==> src/rtl/seg_scanner.sv <==
// rtl/seg_scanner.sv - four-digit multiplexed seven-segment scanner with blanking gaps and a frame-aligned load buffer
module seg_scanner #(
    parameter int BLANK_CYCLES = 2,
    parameter int HEX_MODE     = 1
) (
    input  logic        MasterClock,
    input  logic        Reset_n,
    input  logic        ScanTick,
    input  logic [15:0] Value,
    input  logic [3:0]  DpMask,
    input  logic        BlankZeros,
    input  logic        LoadValid,
    output logic        LoadReady,
    output logic [3:0]  Anode,
    output logic [6:0]  Segment,
    output logic        Dp
);

    typedef enum logic [1:0] {S_IDLE, S_BLANK, S_SHOW} state_t;

    localparam logic [7:0] LP_CNT_INIT = 8'(BLANK_CYCLES - 1);
    localparam logic [6:0] LP_SEG_OFF  = 7'h7F;

    state_t      r_state;
    logic [1:0]  r_idx;
    logic [7:0]  r_cnt;
    logic [15:0] r_disp_val;
    logic [3:0]  r_disp_dp;
    logic [15:0] r_pend_val;
    logic [3:0]  r_pend_dp;
    logic        r_pend_full;
    logic [3:0]  r_anode;
    logic [6:0]  r_seg;
    logic        r_dp;

    logic        w_tick_acc;
    logic [1:0]  w_next_idx;
    logic        w_commit;
    logic        w_load;
    logic [3:0]  w_nib;
    logic        w_lead_zero;
    logic [6:0]  w_seg_show;

    function automatic logic [6:0] f_decode(input logic [3:0] nib);
        logic [6:0] seg;
        seg = LP_SEG_OFF;
        case (nib)
            4'h0: seg = 7'h40;
            4'h1: seg = 7'h79;
            4'h2: seg = 7'h24;
            4'h3: seg = 7'h30;
            4'h4: seg = 7'h19;
            4'h5: seg = 7'h12;
            4'h6: seg = 7'h02;
            4'h7: seg = 7'h78;
            4'h8: seg = 7'h00;
            4'h9: seg = 7'h10;
            4'hA: seg = 7'h08;
            4'hB: seg = 7'h03;
            4'hC: seg = 7'h46;
            4'hD: seg = 7'h21;
            4'hE: seg = 7'h06;
            4'hF: seg = 7'h0E;
            default: seg = LP_SEG_OFF;
        endcase
        if (HEX_MODE == 0 && nib > 4'd9) seg = LP_SEG_OFF;
        return seg;
    endfunction

    // Ticks landing inside the blanking gap are dropped entirely.
    assign w_tick_acc = ScanTick && (r_state != S_BLANK);
    assign w_next_idx = r_idx + 2'd1;
    assign w_commit   = w_tick_acc && (w_next_idx == 2'd0) && r_pend_full;
    assign w_load     = LoadValid && !r_pend_full;
    assign w_nib      = r_disp_val[{r_idx, 2'b00} +: 4];
    assign LoadReady  = !r_pend_full;

    always_comb begin
        w_lead_zero = 1'b0;
        case (r_idx)
            2'd3:    w_lead_zero = (r_disp_val[15:12] == 4'd0);
            2'd2:    w_lead_zero = (r_disp_val[15:8] == 8'd0);
            2'd1:    w_lead_zero = (r_disp_val[15:4] == 12'd0);
            default: w_lead_zero = 1'b0;
        endcase
        w_lead_zero = w_lead_zero && BlankZeros;
    end

    assign w_seg_show = w_lead_zero ? LP_SEG_OFF : f_decode(w_nib);

    always_ff @(posedge MasterClock or negedge Reset_n) begin
        if (!Reset_n) begin
            r_state     <= S_IDLE;
            r_idx       <= 2'd3;
            r_cnt       <= 8'd0;
            r_disp_val  <= 16'd0;
            r_disp_dp   <= 4'd0;
            r_pend_val  <= 16'd0;
            r_pend_dp   <= 4'd0;
            r_pend_full <= 1'b0;
            r_anode     <= 4'b1111;
            r_seg       <= LP_SEG_OFF;
            r_dp        <= 1'b1;
        end else begin
            // Load and commit never coincide: a load needs an empty buffer, a commit a full one.
            if (w_load) begin
                r_pend_val  <= Value;
                r_pend_dp   <= DpMask;
                r_pend_full <= 1'b1;
            end
            if (w_commit) begin
                r_disp_val  <= r_pend_val;
                r_disp_dp   <= r_pend_dp;
                r_pend_full <= 1'b0;
            end
            case (r_state)
                S_IDLE, S_SHOW: begin
                    if (w_tick_acc) begin
                        r_state <= S_BLANK;
                        r_idx   <= w_next_idx;
                        r_cnt   <= LP_CNT_INIT;
                        r_anode <= 4'b1111;
                        r_seg   <= LP_SEG_OFF;
                        r_dp    <= 1'b1;
                    end
                end
                S_BLANK: begin
                    if (r_cnt == 8'd0) begin
                        r_state <= S_SHOW;
                        r_anode <= ~(4'b0001 << r_idx);
                        r_seg   <= w_seg_show;
                        r_dp    <= ~r_disp_dp[r_idx];
                    end else begin
                        r_cnt <= r_cnt - 8'd1;
                    end
                end
                default: r_state <= S_IDLE;
            endcase
        end
    end

    assign Anode   = r_anode;
    assign Segment = r_seg;
    assign Dp      = r_dp;

endmodule

==> config.mk <==
export PLATFORM = sky130hd
export DESIGN_NAME = seg_scanner
export DESIGN_NICKNAME = d
export VERILOG_FILES = /design/src/rtl/seg_scanner.sv
export SDC_FILE = /design/constraint.sdc
export NUM_CORES = 1
export LEC_CHECK = 0
export ABC_AREA = 1
export CORE_ASPECT_RATIO = 1.5
export CORE_UTILIZATION = 50
export CTS_CLUSTER_DIAMETER = 30
export DETAILED_ROUTE_END_ITERATION = 16
export HOLD_SLACK_MARGIN = 0.12
export PLACE_DENSITY_LB_ADDON = 0.1
export SYNTH_ARGS = -nofsm -noshare
export SYNTH_HDL_FRONTEND = slang
export SYNTH_SLANG_ARGS = --single-unit
==> constraint.sdc <==
create_clock -name MasterClock -period 1.71 [get_ports MasterClock]
set_input_delay 0.2565 -clock MasterClock [delete_from_list [all_inputs] [get_ports MasterClock]]
set_output_delay 0.2565 -clock MasterClock [all_outputs]
set_load 0.01 [all_outputs]
Yosys cells after proc, flatten, opt, wreduce, memory -nomap -nowiden --
Memories as Yosys holds them, arrays and structs flattened. Cells that the tools add are included.
Storage, ports and cells: register bits after elaboration 65, bits in latches 0, RAM bits 0, ROM bits 112, input bits 25, output and inout port bits 13, word-level logic and storage cells 68, memories kept 1
Memories:
- (name not given) | depth 16, width 7, rd ports 1, clocked after Yosys merged registers in 0, write ports 0, RTL line 47 | case (nib)
Cells by class: add/sub/neg operators 2, $mul 0, div/mod/pow operators 0, magnitude comparators 1, eq/ne operators 9, shift operators 2, mux-type cells 21, bitwise gates (word level) 2, reductions and logical operators 19
Operators with widths (number):
- two-way mux 7 bit | 3
- zero test 8 bit | 2
- two-way mux 8 bit | 2
- one-hot mux 8 bit (2 select lines) | 1
- indexed part select 16 x 5 -> 4 bit | 1
- one-hot mux 7 bit (2 select lines) | 1
- zero test 12 bit | 1
- two-way mux 4 bit | 2
- one-hot mux 4 bit (2 select lines) | 1
- subtractor 8 x 1 -> 8 bit (second input constant) | 1
- == test 2 bit (second input constant) | 3
- inequality test 2 bit (second input constant) | 3
- AND reduction 3 bit | 2
- logical AND 1 bit | 5
- two-way mux 1 bit | 5
- == test 2 x 1 -> 1 bit (second input constant) | 2
- zero test 2 bit | 2
- zero test 4 bit | 1
- two-way mux 2 bit | 2
- inverter 4 bit | 1
- one-hot mux 2 bit (2 select lines) | 1
- AND reduction 2 bit | 2
- nonzero test 2 bit | 2
- left shift 1 x 2 -> 4 bit (first input constant) | 1
- other kinds (9) | 9

Longest topological paths before layout --
depth in word-level cells 6, depth in mapped cells 13, gate-level depth less buffers 12

Least setup slack after synthesis --
OpenSTA, ideal clock, no wires.
path kind flip-flop to flip-flop, start register r_idx[0], end register r_seg[3] (netlist: Segment[3]), setup time 76 ps, arrival time 1673 ps, data required time 1634 ps, path slack -38 ps, stages on the path, launching flop included 14, buffers on the path 1, period minus slack after synthesis 1748 ps, cells stage by stage dfstp_2 -> inv_2 -> buf_6 -> nand2_1 -> nand3_1 -> nand2_1 -> inv_1 -> ha_1 -> nand2_1 -> o21ai_1 -> nand2_1 -> nand2_1 -> nor2_1 -> nor2_1
Between the ends: longest elaborated chain between the ends 6, elaborated cells between the ends (all ways) 10, classes of those cells eq/ne (3); shift (1); mux (4); reduce/logical (1); memory (1)
RTL lines:
- from (decl) | RTL line 25 | logic [1:0] r_idx;
- from (signal assigned) | RTL line 120 | r_idx <= w_next_idx;
- branches (longest 3 deep; another with memory (16 x 7 bit))
- two-way mux 7 bit * | RTL line 89 | assign w_seg_show = w_lead_zero ? LP_SEG_OFF : f_decode(w_nib);
- two-way mux 7 bit * | RTL line 128 | if (r_cnt == 8'd0) begin
- one-hot mux 7 bit (2 select lines) * | RTL line 116 | case (r_state)
- to (signal assigned) | RTL line 131 | r_seg <= w_seg_show;
- to (decl) | RTL line 33 | logic [6:0] r_seg;
Every way passes the cells marked *. The select of a mux whose other input is x is not followed. A chain may end at the register's enable or synchronous reset.

Final worst setup path --
start register r_idx[0], end register r_seg[0] (netlist: Segment[0])
Same word-level chain as after synthesis.

==> run metrics <==
critical path peak fanout 8; Critical Path RT 1980 ps; fraction of layout cells with a size suffix above 1 31.1%; average wire per standard cell 14.9 um; internal power 5.55 mW; Post-Route Skew 8.38 ps; worst path bufs/invs 1; Placed Cells 476; GPL Wtd Cong 0.931; largest cells by area after synthesis dfrtp_1 (39%), nand2_1 (13%), dfstp_2 (11%), mux2_2 (5.9%), ha_1 (4.6%); async set-reset flop share out of synthesis 100%; Seq/Total Area, Yosys 50.9%; core area 6170 um2; DRT Wirelength 7550 um; Pleak 2.08 nW; I/O Buffers 37; Die X-Extent 67.6 um; slowest CP cell dfstp_2; slowest cell delay on critical path 620 ps; Clock transition at path regs 70 ps; I/O pin cnt 38; area leader, netlist dfrtp_1; violated checks setup timing; Via-to-Cell Ratio 5.25; Max Freq 536 MHz; Synth Cell Area 3230 um2; Seq cells post-synth 65; main flop type after synthesis dfrtp_1; vias post-DR 2,665; crit path from r_idx[0]$_DFFE_PN1P_; setup total negative slack -333 ps; Layout Nets 468; CP cell instances inv_4 > nand2_2 > nand3_4 > nand2_8 > ha_2 > nand3_1 > a21oi_2 > nor2_1 > a21oi_1; Max VDD drop 1.14 mV; max-slew violation count 0; Cells after Synth 363; Antenna Nets Post-Route 0; FF-to-FF setup slack -150 ps; pre-CTS WS -59.8 ps; Filler Cells Inserted 469; Cell Count, Final, Fillers Out 508; die area 6800 um2; Yosys cell types 31; Setup-failing EPs final 7; top cells by count, synth nand2_1 (108), dfrtp_1 (51), nor2_1 (40); Pwr Density 2140 nW/um2; worst slew pin tran 368 ps; status complete, but fails checks; worst r2r src r_idx[0]$_DFFE_PN1P_; total power 9.46 mW; Syn-to-layout area delta 36.8%; CTS tree done; syn nets 400; clock latency on the worst-skew pair 340 ps; starting density of the core 52.3%; H-tree depth 3; Clock Tree Buf Depth 2; DR DRC count 0; Startpoint Class flop; Syn Area/Cell 8.90 um2; Yosys warnings 0; Critical Path End Type flop; worst min path class in2async; first-pass GRT wire length 11,000 um; GRT Total Usage 22.2%; row cnt 35; final period utilization 109%; Final WS setup -154 ps; crit path time final 1860 ps; 1st-iter DRT viols 168; Critical Setup Path Class reg2reg; Switching Share 41.4%; initial antenna violation count 0; pin count of the biggest net entering global routing 66; Flop pwr share 29.7%; Pre-antenna DRT Iters 4; Hold Vio Cnt, Final 0; # clock sinks 65; die height 100 um; switching pwr 3.92 mW; HPWL after DPL 4580 um; RSZ-0062 raised after global routing true; Max-Cap Viols 0; logic gate share of total power 55.0%; gr ovfl total 0; family with the most delay on the worst path flip-flops; diodes inserted 0; Relative slew margins 75.4%; root buffer cell clkbuf_8; arrival time at the worst endpoint 2130 ps; count leader, synth nand2_1; top cell type's share of synthesized area 39.5%; clock buffer count from CTS 9; number of global-route vias before repair 2,434; Clock power frac 15.3%; Post-synth EDFFs 0
-- cells by family (layout without fill, tap and decap cells) --
logic type	count (synthesis)	count (layout)	synth area share [%]
flip-flops	65	65	50.9
AO/OA/AOI/OAI	36	36	5.92
AND/OR/NAND/NOR	191	191	25.9
multiplexers	17	17	5.92
adder cells (fa/ha/maj)	12	12	4.65
XOR/XNOR	3	3	0.813
buffers and inverters	39	110	5.88
-- final cells by class --
type | count | area [um2] | share of cell area [%]
clock inverter | 3 | 65.1 | 1.47
tap | 74 | 92.6 | 2.09
timing repair buffer | 68 | 694 | 15.7
sequential | 65 | 1640 | 37.2
multi-input combinational | 259 | 1660 | 37.5
clock buffer | 11 | 151 | 3.42
inverter | 28 | 115 | 2.60
-- state kept, by name, summed over array words and instances, names as in the netlist --
register / count
r_disp_val: 16
r_idx: 2
r_state: 2
Anode: 4
r_cnt: 8
Segment: 7
r_pend_full: 1
r_disp_dp: 4
r_pend_dp: 4
r_pend_val: 16
Dp: 1
-- routing by layer --
| metal | track usage [%] | part of all wire, % | wire length, um | vias up |
|---|---|---|---|---|
| met1 | 25.1 | 39 | 2960 | 1277 |
| met5 | 0 | 0 | 0 | - |
| li1 | - | - | - | 1303 |
| met2 | 38.4 | 53 | 4000 | 60 |
| met3 | 4.86 | 3.4 | 256 | 25 |
| met4 | 10.5 | 4.4 | 336 | 0 |
-- power groups by stage --
stage | sequential, mW | clock, mW | combinational (mW)
floorplan | 2.74 | 0 | 2.67
global placement | 2.78 | 0 | 3.71
detailed placement | 2.81 | 0 | 3.76
CTS | 2.78 | 1.46 | 4.07
global route | 2.89 | 1.53 | 5.68
finish | 2.81 | 1.45 | 5.21
-- cells in the final DEF, fill, tap and decap left out, types with 3 or more instances in the layout --
cell type	instances
nand3_2	5
a31oi_1	4
nand2_1	89
dfrtp_1	51
inv_2	5
dfstp_2	14
buf_12	4
nor2_1	39
ha_2	3
clkbuf_8	11
buf_4	19
buf_6	5
nand3_1	18
inv_1	20
ha_4	4
nand3_4	5
a21oi_1	6
nand2_4	12
mux2_2	17
nand2_2	12
ha_1	5
xor2_1	3
o21ai_0	18
clkdlybuf4s50_1	36
-- path summary, 6_finish.rpt --
| path | endpoint | cells past startpoint |
|---|---|---|
| worst max-delay path | Segment[0]$_DFFE_PN1P_ | 9 |
| worst min-delay path | r_cnt[7]$_DFFE_PN0P_ | 3 |
| worst max register to register | Segment[0]$_DFFE_PN1P_ | 9 |
| worst min register to register | r_disp_val[6]$_DFFE_PN0P_ | 2 |
| max in group asynchronous | r_idx[0]$_DFFE_PN1P_ | 3 |
| min in group MasterClock | r_disp_val[6]$_DFFE_PN0P_ | 2 |
-- worst reg2reg max path, cell delays in order, from the launching register on --
cell	delay [ps]
dfstp_2	620
inv_4	90
nand2_2	90
nand3_4	110
nand2_8	130
ha_2	220
nand3_1	140
a21oi_2	200
nor2_1	80
a21oi_1	130
-- stage by stage --
| step | instance area (um2) | hold WS, ps | util [%] |
|---|---|---|---|
| 4_1_cts | 4080 | 473 | 66.1 |
| 5_1_grt | 4420 | 501 | 71.6 |
| 2_1_floorplan | 3240 | -39.1 | - |
| 6_report | 4420 | 457 | 71.6 |
| 3_5_place_dp | 3760 | 299 | 60.9 |
| 3_3_place_gp | 3760 | 298 | 60.9 |
-- timing repair --
action / 4_1_cts / 5_1_grt
hold buffers: 1 / 0
endpoints found under the hold margin: 51 / 0
buffers inserted: 5 / 12
resized for setup: 15 / 59
endpoints found under the setup margin: 5 / 33
gates cloned: 0 / 1
pin swaps: 2 / 19
(Power assumes the default switching activity.)
